<file path="src/rtl/sync_ts_pkg.sv">
// Shared types and constants for the two-way sync timestamp collector.
// Holds the per-port FSM state encoding, timestamp/sequence/record widths,
// the field offsets of t0..t3 inside a 64-bit record and the record packer.
package sync_ts_pkg;

    localparam int TS_W  = 16;
    localparam int SEQ_W = 8;
    localparam int REC_W = 64;

    // Record layout {t0,t1,t2,t3}: t0 in the top bits, t3 in the bottom.
    localparam int T0_OFF = 48;
    localparam int T1_OFF = 32;
    localparam int T2_OFF = 16;
    localparam int T3_OFF = 0;

    typedef enum logic [1:0] {
        ST_IDLE      = 2'd0,
        ST_WAIT_TX   = 2'd1,
        ST_WAIT_RESP = 2'd2,
        ST_EMIT      = 2'd3
    } port_state_t;

    function automatic logic [REC_W-1:0] pack_rec(
        input logic [TS_W-1:0] t0,
        input logic [TS_W-1:0] t1,
        input logic [TS_W-1:0] t2,
        input logic [TS_W-1:0] t3
    );
        logic [REC_W-1:0] rec;
        rec = '0;
        rec[T0_OFF +: TS_W] = t0;
        rec[T1_OFF +: TS_W] = t1;
        rec[T2_OFF +: TS_W] = t2;
        rec[T3_OFF +: TS_W] = t3;
        return rec;
    endfunction

endpackage

</file>
<file path="src/rtl/sync_ts_collector_port.sv">
// Per-port two-way sync exchange engine.
// Ports:
//   clk, rst        clock, asynchronous active-high reset
//   local_time      local time base, sampled for t0 and t3
//   corr_any        a timer correction was applied this cycle
//   tx_done         request left the tx datapath (t0 capture)
//   resp_valid/seq/ts  parsed response; ts = {t1,t2}
//   sync_req, seq   request pulse and its sequence number
//   upd_valid, upd_rec  record strobe and held record {t0,t1,t2,t3}
//   drop            1-cycle strobe when an exchange is discarded
module sync_port_fsm
    import sync_ts_pkg::*;
#(
    parameter logic [15:0] SYNC_PERIOD = 16'd50000,
    parameter logic [15:0] TIMEOUT_CYC = 16'd8192,
    parameter logic [15:0] MAX_RTT     = 16'd4096,
    parameter logic [15:0] STAGGER     = 16'd0
) (
    input  logic               clk,
    input  logic               rst,
    input  logic [TS_W-1:0]    local_time,
    input  logic               corr_any,
    input  logic               tx_done,
    input  logic               resp_valid,
    input  logic [SEQ_W-1:0]   resp_seq,
    input  logic [2*TS_W-1:0]  resp_ts,
    output logic               sync_req,
    output logic [SEQ_W-1:0]   seq,
    output logic               upd_valid,
    output logic [REC_W-1:0]   upd_rec,
    output logic               drop
);

    port_state_t     state;
    logic [15:0]     period_cnt;
    logic [15:0]     tout_cnt;
    logic            stale;
    logic [TS_W-1:0] t0, t1, t2, t3;
    logic [TS_W-1:0] rtt;
    logic            tick;

    assign tick = (period_cnt == SYNC_PERIOD - 16'd1);
    // Round trip minus peer residence, wrapping arithmetic on 16 bits.
    assign rtt  = (t3 - t0) - (t2 - t1);

    always_ff @(posedge clk or posedge rst) begin
        if (rst) begin
            state      <= ST_IDLE;
            period_cnt <= STAGGER;
            tout_cnt   <= '0;
            seq        <= '0;
            stale      <= 1'b0;
            t0         <= '0;
            t1         <= '0;
            t2         <= '0;
            t3         <= '0;
            sync_req   <= 1'b0;
            upd_valid  <= 1'b0;
            upd_rec    <= '0;
            drop       <= 1'b0;
        end else begin
            sync_req   <= 1'b0;
            upd_valid  <= 1'b0;
            drop       <= 1'b0;
            period_cnt <= tick ? 16'd0 : period_cnt + 16'd1;

            // t0 and t3 would straddle a time jump: poison this exchange.
            if (corr_any && (state == ST_WAIT_TX || state == ST_WAIT_RESP))
                stale <= 1'b1;

            case (state)
                ST_IDLE: begin
                    if (tick) begin
                        sync_req <= 1'b1;
                        stale    <= 1'b0;
                        state    <= ST_WAIT_TX;
                    end
                end
                ST_WAIT_TX: begin
                    if (tx_done) begin
                        t0       <= local_time;
                        tout_cnt <= '0;
                        state    <= ST_WAIT_RESP;
                    end
                end
                ST_WAIT_RESP: begin
                    // A match wins over a timeout landing in the same cycle.
                    if (resp_valid && resp_seq == seq) begin
                        t1    <= resp_ts[2*TS_W-1:TS_W];
                        t2    <= resp_ts[TS_W-1:0];
                        t3    <= local_time;
                        state <= ST_EMIT;
                    end else if (tout_cnt == TIMEOUT_CYC) begin
                        // Advance seq so a late reply to this request cannot match.
                        drop  <= 1'b1;
                        seq   <= seq + 8'd1;
                        state <= ST_IDLE;
                    end else begin
                        tout_cnt <= tout_cnt + 16'd1;
                    end
                end
                ST_EMIT: begin
                    if (!stale && rtt <= MAX_RTT) begin
                        upd_valid <= 1'b1;
                        upd_rec   <= pack_rec(t0, t1, t2, t3);
                    end else begin
                        drop <= 1'b1;
                    end
                    seq   <= seq + 8'd1;
                    state <= ST_IDLE;
                end
                default: state <= ST_IDLE;
            endcase
        end
    end

endmodule

</file>
<file path="src/rtl/sync_ts_collector.sv">
// Collects {t0,t1,t2,t3} sync timestamps for NUM_PORTS ports and feeds the
// timer correction stage. One sync_port_fsm per port; a shared saturating
// counter tallies discarded exchanges across all ports.
// Ports:
//   clk, rst            clock, asynchronous active-high reset
//   local_time          free-running local time
//   corr_valid_i        correction strobes (any bit = time jumped)
//   sync_req_o/seq_o    per-port request pulse and sequence number
//   tx_done_i           per-port request sent
//   rx_resp_*_i         per-port response valid, seq, {t1,t2}
//   update_time_valid   per-port record strobe
//   update_time         per-port record {t0,t1,t2,t3}
//   drop_cnt_o          saturating discarded-exchange count
module sync_ts_collector
    import sync_ts_pkg::*;
#(
    parameter int          NUM_PORTS   = 4,
    parameter logic [15:0] SYNC_PERIOD = 16'd50000,
    parameter logic [15:0] TIMEOUT_CYC = 16'd8192,
    parameter logic [15:0] MAX_RTT     = 16'd4096
) (
    input  logic                        clk,
    input  logic                        rst,
    input  logic [TS_W-1:0]             local_time,
    input  logic [NUM_PORTS-1:0]        corr_valid_i,
    output logic [NUM_PORTS-1:0]        sync_req_o,
    output logic [SEQ_W*NUM_PORTS-1:0]  sync_seq_o,
    input  logic [NUM_PORTS-1:0]        tx_done_i,
    input  logic [NUM_PORTS-1:0]        rx_resp_valid_i,
    input  logic [SEQ_W*NUM_PORTS-1:0]  rx_resp_seq_i,
    input  logic [32*NUM_PORTS-1:0]     rx_resp_ts_i,
    output logic [NUM_PORTS-1:0]        update_time_valid,
    output logic [REC_W*NUM_PORTS-1:0]  update_time,
    output logic [15:0]                 drop_cnt_o
);

    logic                 corr_any;
    logic [NUM_PORTS-1:0] drop_vec;
    logic [15:0]          drop_pop;
    logic [16:0]          drop_sum;

    assign corr_any = |corr_valid_i;

    for (genvar i = 0; i < NUM_PORTS; i++) begin : g_port
        sync_port_fsm #(
            .SYNC_PERIOD (SYNC_PERIOD),
            .TIMEOUT_CYC (TIMEOUT_CYC),
            .MAX_RTT     (MAX_RTT),
            .STAGGER     (16'(i * (int'(SYNC_PERIOD) / NUM_PORTS)))
        ) u_port (
            .clk        (clk),
            .rst        (rst),
            .local_time (local_time),
            .corr_any   (corr_any),
            .tx_done    (tx_done_i[i]),
            .resp_valid (rx_resp_valid_i[i]),
            .resp_seq   (rx_resp_seq_i[i*SEQ_W +: SEQ_W]),
            .resp_ts    (rx_resp_ts_i[i*32 +: 32]),
            .sync_req   (sync_req_o[i]),
            .seq        (sync_seq_o[i*SEQ_W +: SEQ_W]),
            .upd_valid  (update_time_valid[i]),
            .upd_rec    (update_time[i*REC_W +: REC_W]),
            .drop       (drop_vec[i])
        );
    end

    always_comb begin
        drop_pop = '0;
        for (int i = 0; i < NUM_PORTS; i++)
            drop_pop = drop_pop + 16'(drop_vec[i]);
    end

    assign drop_sum = {1'b0, drop_cnt_o} + {1'b0, drop_pop};

    always_ff @(posedge clk or posedge rst) begin
        if (rst)
            drop_cnt_o <= '0;
        else
            drop_cnt_o <= drop_sum[16] ? 16'hffff : drop_sum[15:0];
    end

endmodule
</file>
<file path="config.mk">
export PLATFORM = sky130hd
export DESIGN_NAME = sync_ts_collector
export DESIGN_NICKNAME = d
export VERILOG_FILES = /design/src/rtl/sync_ts_pkg.sv /design/src/rtl/sync_ts_collector_port.sv /design/src/rtl/sync_ts_collector.sv
export SDC_FILE = /design/constraint.sdc
export NUM_CORES = 2
export LEC_CHECK = 0
export BUFFER_PORTS_ARGS = -buffer_cell sky130_fd_sc_hd__buf_2
export CORE_MARGIN = 8
export CORE_UTILIZATION = 58
export CTS_CLUSTER_SIZE = 12
export DETAILED_ROUTE_END_ITERATION = 10
export PLACE_DENSITY_LB_ADDON = 0.1
export SLEW_MARGIN = 20
export SYNTH_ARGS = -nofsm -noshare
export SYNTH_HDL_FRONTEND = slang
export SYNTH_HIERARCHICAL = 1
export SYNTH_SLANG_ARGS = --single-unit
</file>
<file path="constraint.sdc">
create_clock -name clk -period 5.5 [get_ports clk]
set_input_delay 0 -clock clk [delete_from_list [all_inputs] [get_ports clk]]
set_output_delay 0 -clock clk [all_outputs]
set_load 0.02 [all_outputs]
</file>
==> flow_metrics.tcl <==
set metrics [dict create \
    cts_made_buffers 77 \
    clock_latency_ns 0.61 \
    grt_max_degree 120 \
    max_slew.worst_pin.slew_ns 1.070 \
    place_ws_ns 0.5374 \
    holdWs_ns 0.02278 \
    async_flop_share 1.000 \
    finalHoldViolCount 0 \
    ios 502 \
    relSlewSlack 0.2847 \
    powerDensity_nw_per_um2 416.8 \
    outcome "complete, no violations" \
    setup_slack_ns 0.5314 \
    track_usage 0.2677 \
    critPathLaunchType "flip-flop" \
    netlist_area_um2 36220 \
    dieArea_um2 70700 \
    leakage_uw 0.02235 \
    grt_pass1_wl_um 150800 \
    synth_seq_cells 712 \
    cts-root-buf "clkbuf_16" \
    required_ns 5.97 \
    fmax_ghz 0.2013 \
    peakVddDrop_mv 0.2854 \
    drv_slew 0 \
    clk_pin_slew_ns 0.06 \
    dp.cells 4189 \
    place_congestion 0.9384 \
    cts_sinks 712 \
    vias_per_cell 5.582 \
    netlist.area_leader.share 0.4781 \
    synthTopCellsByArea "dfrtp_1 (48%), fa_1 (6.8%), mux2_2 (6.0%)" \
    final-setup-viol-count 0 \
    synthToLayoutAreaGrowth_pct 20.31 \
    port_buffers 501 \
    nets 4006 \
    first_global_vias 26603 \
    drtIter0Drc 1785 \
    syn_avg_cell_area_um2 12.40 \
    clock-skew-final_ns 0.02163 \
    crit_type "flip-flop to flip-flop" \
    drv_cap 0 \
    worstPathArrival_ns 5.44 \
    synth_fp_nets 3336 \
    postRouteAntennaNets 0 \
    layout_min_cycle_time_ns 4.969 \
    initial_core_util 0.5869 \
    end_kind "flip-flop" \
    routed-via-count 25031 \
    drc_errors 0 \
    hold_class "input pin to flip-flop" \
    routed_wirelength_um 94980 \
    netlist.top_cell.by_area "dfrtp_1" \
    std_cell_rows 91 \
    antenna_found_initial 5 \
    grt-ovfl-total 0 \
    fillers 4378 \
    die_h_um 265.9 \
    post-dp-hpwl_um 68940 \
    rsz0062_at_grt "false" \
    yosys_warnings 6 \
    synth_edf_count 0 \
    synthCells 2922 \
    synth_ff_type "dfrtp_1" \
    core_um2 61710 \
    dr.pass1.iters 5 \
    htree_levels 3 \
    clockBufferDepth 3 \
    fin_cells 4484 \
    cts_tree "done" \
    fin_crit_sh 0.9034 \
    ys_seq_area_frac 0.4926 \
    drive_above_1_share 0.2845 \
    die_x_um 265.9 \
    wl_per_cell_um 21.18 \
    cp_max_fo 32 \
    total_power_uw 18160 \
    tns_ns 0 \
    synth_cell_types 92 \
]
-- per-stage QoR --
stage / util / cell area (um2)
detailed placement: 0.6390 / 39430
CTS: 0.7059 / 43560
global route: 0.7060 / 43570
finish: 0.7061 / 43580
floorplan: - / 36220
global placement: 0.6390 / 39430
-- cell usage in the layout (no fill, tap or decap), types with 17 or more instances in the layout --
cell	count
dfrtp_1	692
buf_2	501
inv_1	212
mux2_2	192
nand2_1	184
nor2_1	164
dlygate4sd3_1	161
mux2_4	143
mux2_1	128
xnor2_1	124
fa_1	123
ha_1	101
xor2_1	97
o21ai_0	84
clkbuf_16	81
nand3_1	67
a21oi_1	60
nand4_1	42
and3_1	38
o21ai_1	33
nor3_1	24
nor2b_1	20
dfstp_2	20
nor4_1	19
clkbuf_1	19
a211oi_1	17
a21o_1	17
-- where the power goes --
group | leakage (uW) | switching [uW] | internal [uW]
Sequential | 0.00933 | 574 | 5790
Clock | 0.00124 | 2050 | 3110
Combinational | 0.0118 | 3810 | 2830
-- cells by family (layout without fill, tap and decap cells) --
group / count (synthesis) / after routing / synth area share
AND/OR/NAND/NOR: 648 / 648 / 0.08806
buffers and inverters: 310 / 1033 / 0.03969
flip-flops: 712 / 712 / 0.4926
adder cells (fa/ha/maj): 224 / 224 / 0.1029
multiplexers: 467 / 467 / 0.1599
other: 0 / 2 / 0
AO/OA/AOI/OAI: 340 / 340 / 0.06343
XOR/XNOR: 221 / 221 / 0.05344
-- per-layer routing --
layer | GRT usage | vias to the layer above | share of wire
met3 | 0.05250 | 201 | 0.064
met2 | 0.4385 | 770 | 0.48
met5 | 0 | - | 0.00016
met1 | 0.3545 | 12620 | 0.42
met4 | 0.09772 | 2 | 0.037
li1 | - | 11438 | -
-- registers in the layout (all words and copies together) (netlist names) --
name                      cells
g_port.u_port/sync_req        4
g_port.u_port/stale           4
g_port.u_port/t3             64
g_port.u_port/t2             64
g_port.u_port/t0             64
g_port.u_port/t1             64
g_port.u_port/drop            4
g_port.u_port/upd_rec       256
g_port.u_port/upd_valid       4
drop_cnt_o                   16
g_port.u_port/tout_cnt       64
g_port.u_port/seq            32
g_port.u_port/period_cnt     64
g_port.u_port/state           8
-- area by class of cell --
cell class	instances	area, um2	area share
Sequential cell	712	17840	0.4095
Multi-Input combinational cell	1900	16970	0.3894
Timing Repair Buffer	683	4352	0.09987
Clock buffer	115	2305	0.05289
Tap cell	837	1047	0.02403
Inverter	218	845.8	0.01941
Clock inverter	17	212.7	0.004881
Antenna cell	2	5.005	0.0001149
-- worst paths after layout --
check | start | endpoint | slack, ns | cells past startpoint
min | rx_resp_valid_i[2] | g_port[2].u_port/drop | 0.02 | 4
min reg2reg | g_port[2].u_port/period_cnt[0] | g_port[2].u_port/period_cnt[0] | 0.45 | 1
min in group asynchronous | rst | g_port[0].u_port/upd_rec[63] | 0.22 | 3
max | g_port[1].u_port/t0[0] | g_port[1].u_port/upd_rec[21] | 0.53 | 16
max in group asynchronous | rst | g_port[3].u_port/t3[0] | 3.76 | 4
max reg2reg | g_port[1].u_port/t0[0] | g_port[1].u_port/upd_rec[21] | 0.53 | 16
-- synth_stat cells (11+ instances only) --
| master | number |
|---|---|
| and2_1 | 11 |
| o21ai_0 | 84 |
| inv_1 | 216 |
| a31oi_1 | 11 |
| clkbuf_1 | 40 |
| nand2_1 | 185 |
| dfstp_2 | 20 |
| dfrtp_1 | 692 |
| nor4_1 | 20 |
| nor2b_1 | 20 |
| and3_1 | 38 |
| buf_2 | 13 |
| xnor2_1 | 124 |
| and4_1 | 13 |
| a21o_1 | 17 |
| mux2_2 | 192 |
| o21ai_1 | 33 |
| or3_1 | 14 |
| buf_1 | 13 |
| a211oi_1 | 17 |
| a21oi_1 | 60 |
| nor2_1 | 164 |
| mux2_4 | 143 |
| buf_6 | 16 |
| mux2_1 | 128 |
| nor3_1 | 24 |
| nand3_1 | 67 |
| fa_1 | 123 |
| ha_1 | 101 |
| xor2_1 | 97 |
| o211ai_1 | 15 |
| nand4_1 | 42 |
-- critical path, stage by stage, from the launching register on --
cell and delay (ns):
dfrtp_1 0.36, inv_1 0.07, fa_1 0.53, inv_1 0.05, fa_1 0.47, inv_1 0.04
ha_1 0.20, fa_1 0.46, a211oi_2 0.26, nor2_1 0.11, or4b_4 0.51, a2111oi_4 0.36
xnor2_1 0.10, a211o_1 0.31, nor4_4 0.36, buf_12 0.26, mux2_1 0.35
-- repair_timing --
action                                  CTS  global route
buffers inserted                          0             0
endpoints found under the setup margin    0             0
hold buffers                            161             0
resized for setup                         0             0
endpoints found under the hold margin   628             0
Note: power is estimated with default switching activity, not from simulation.
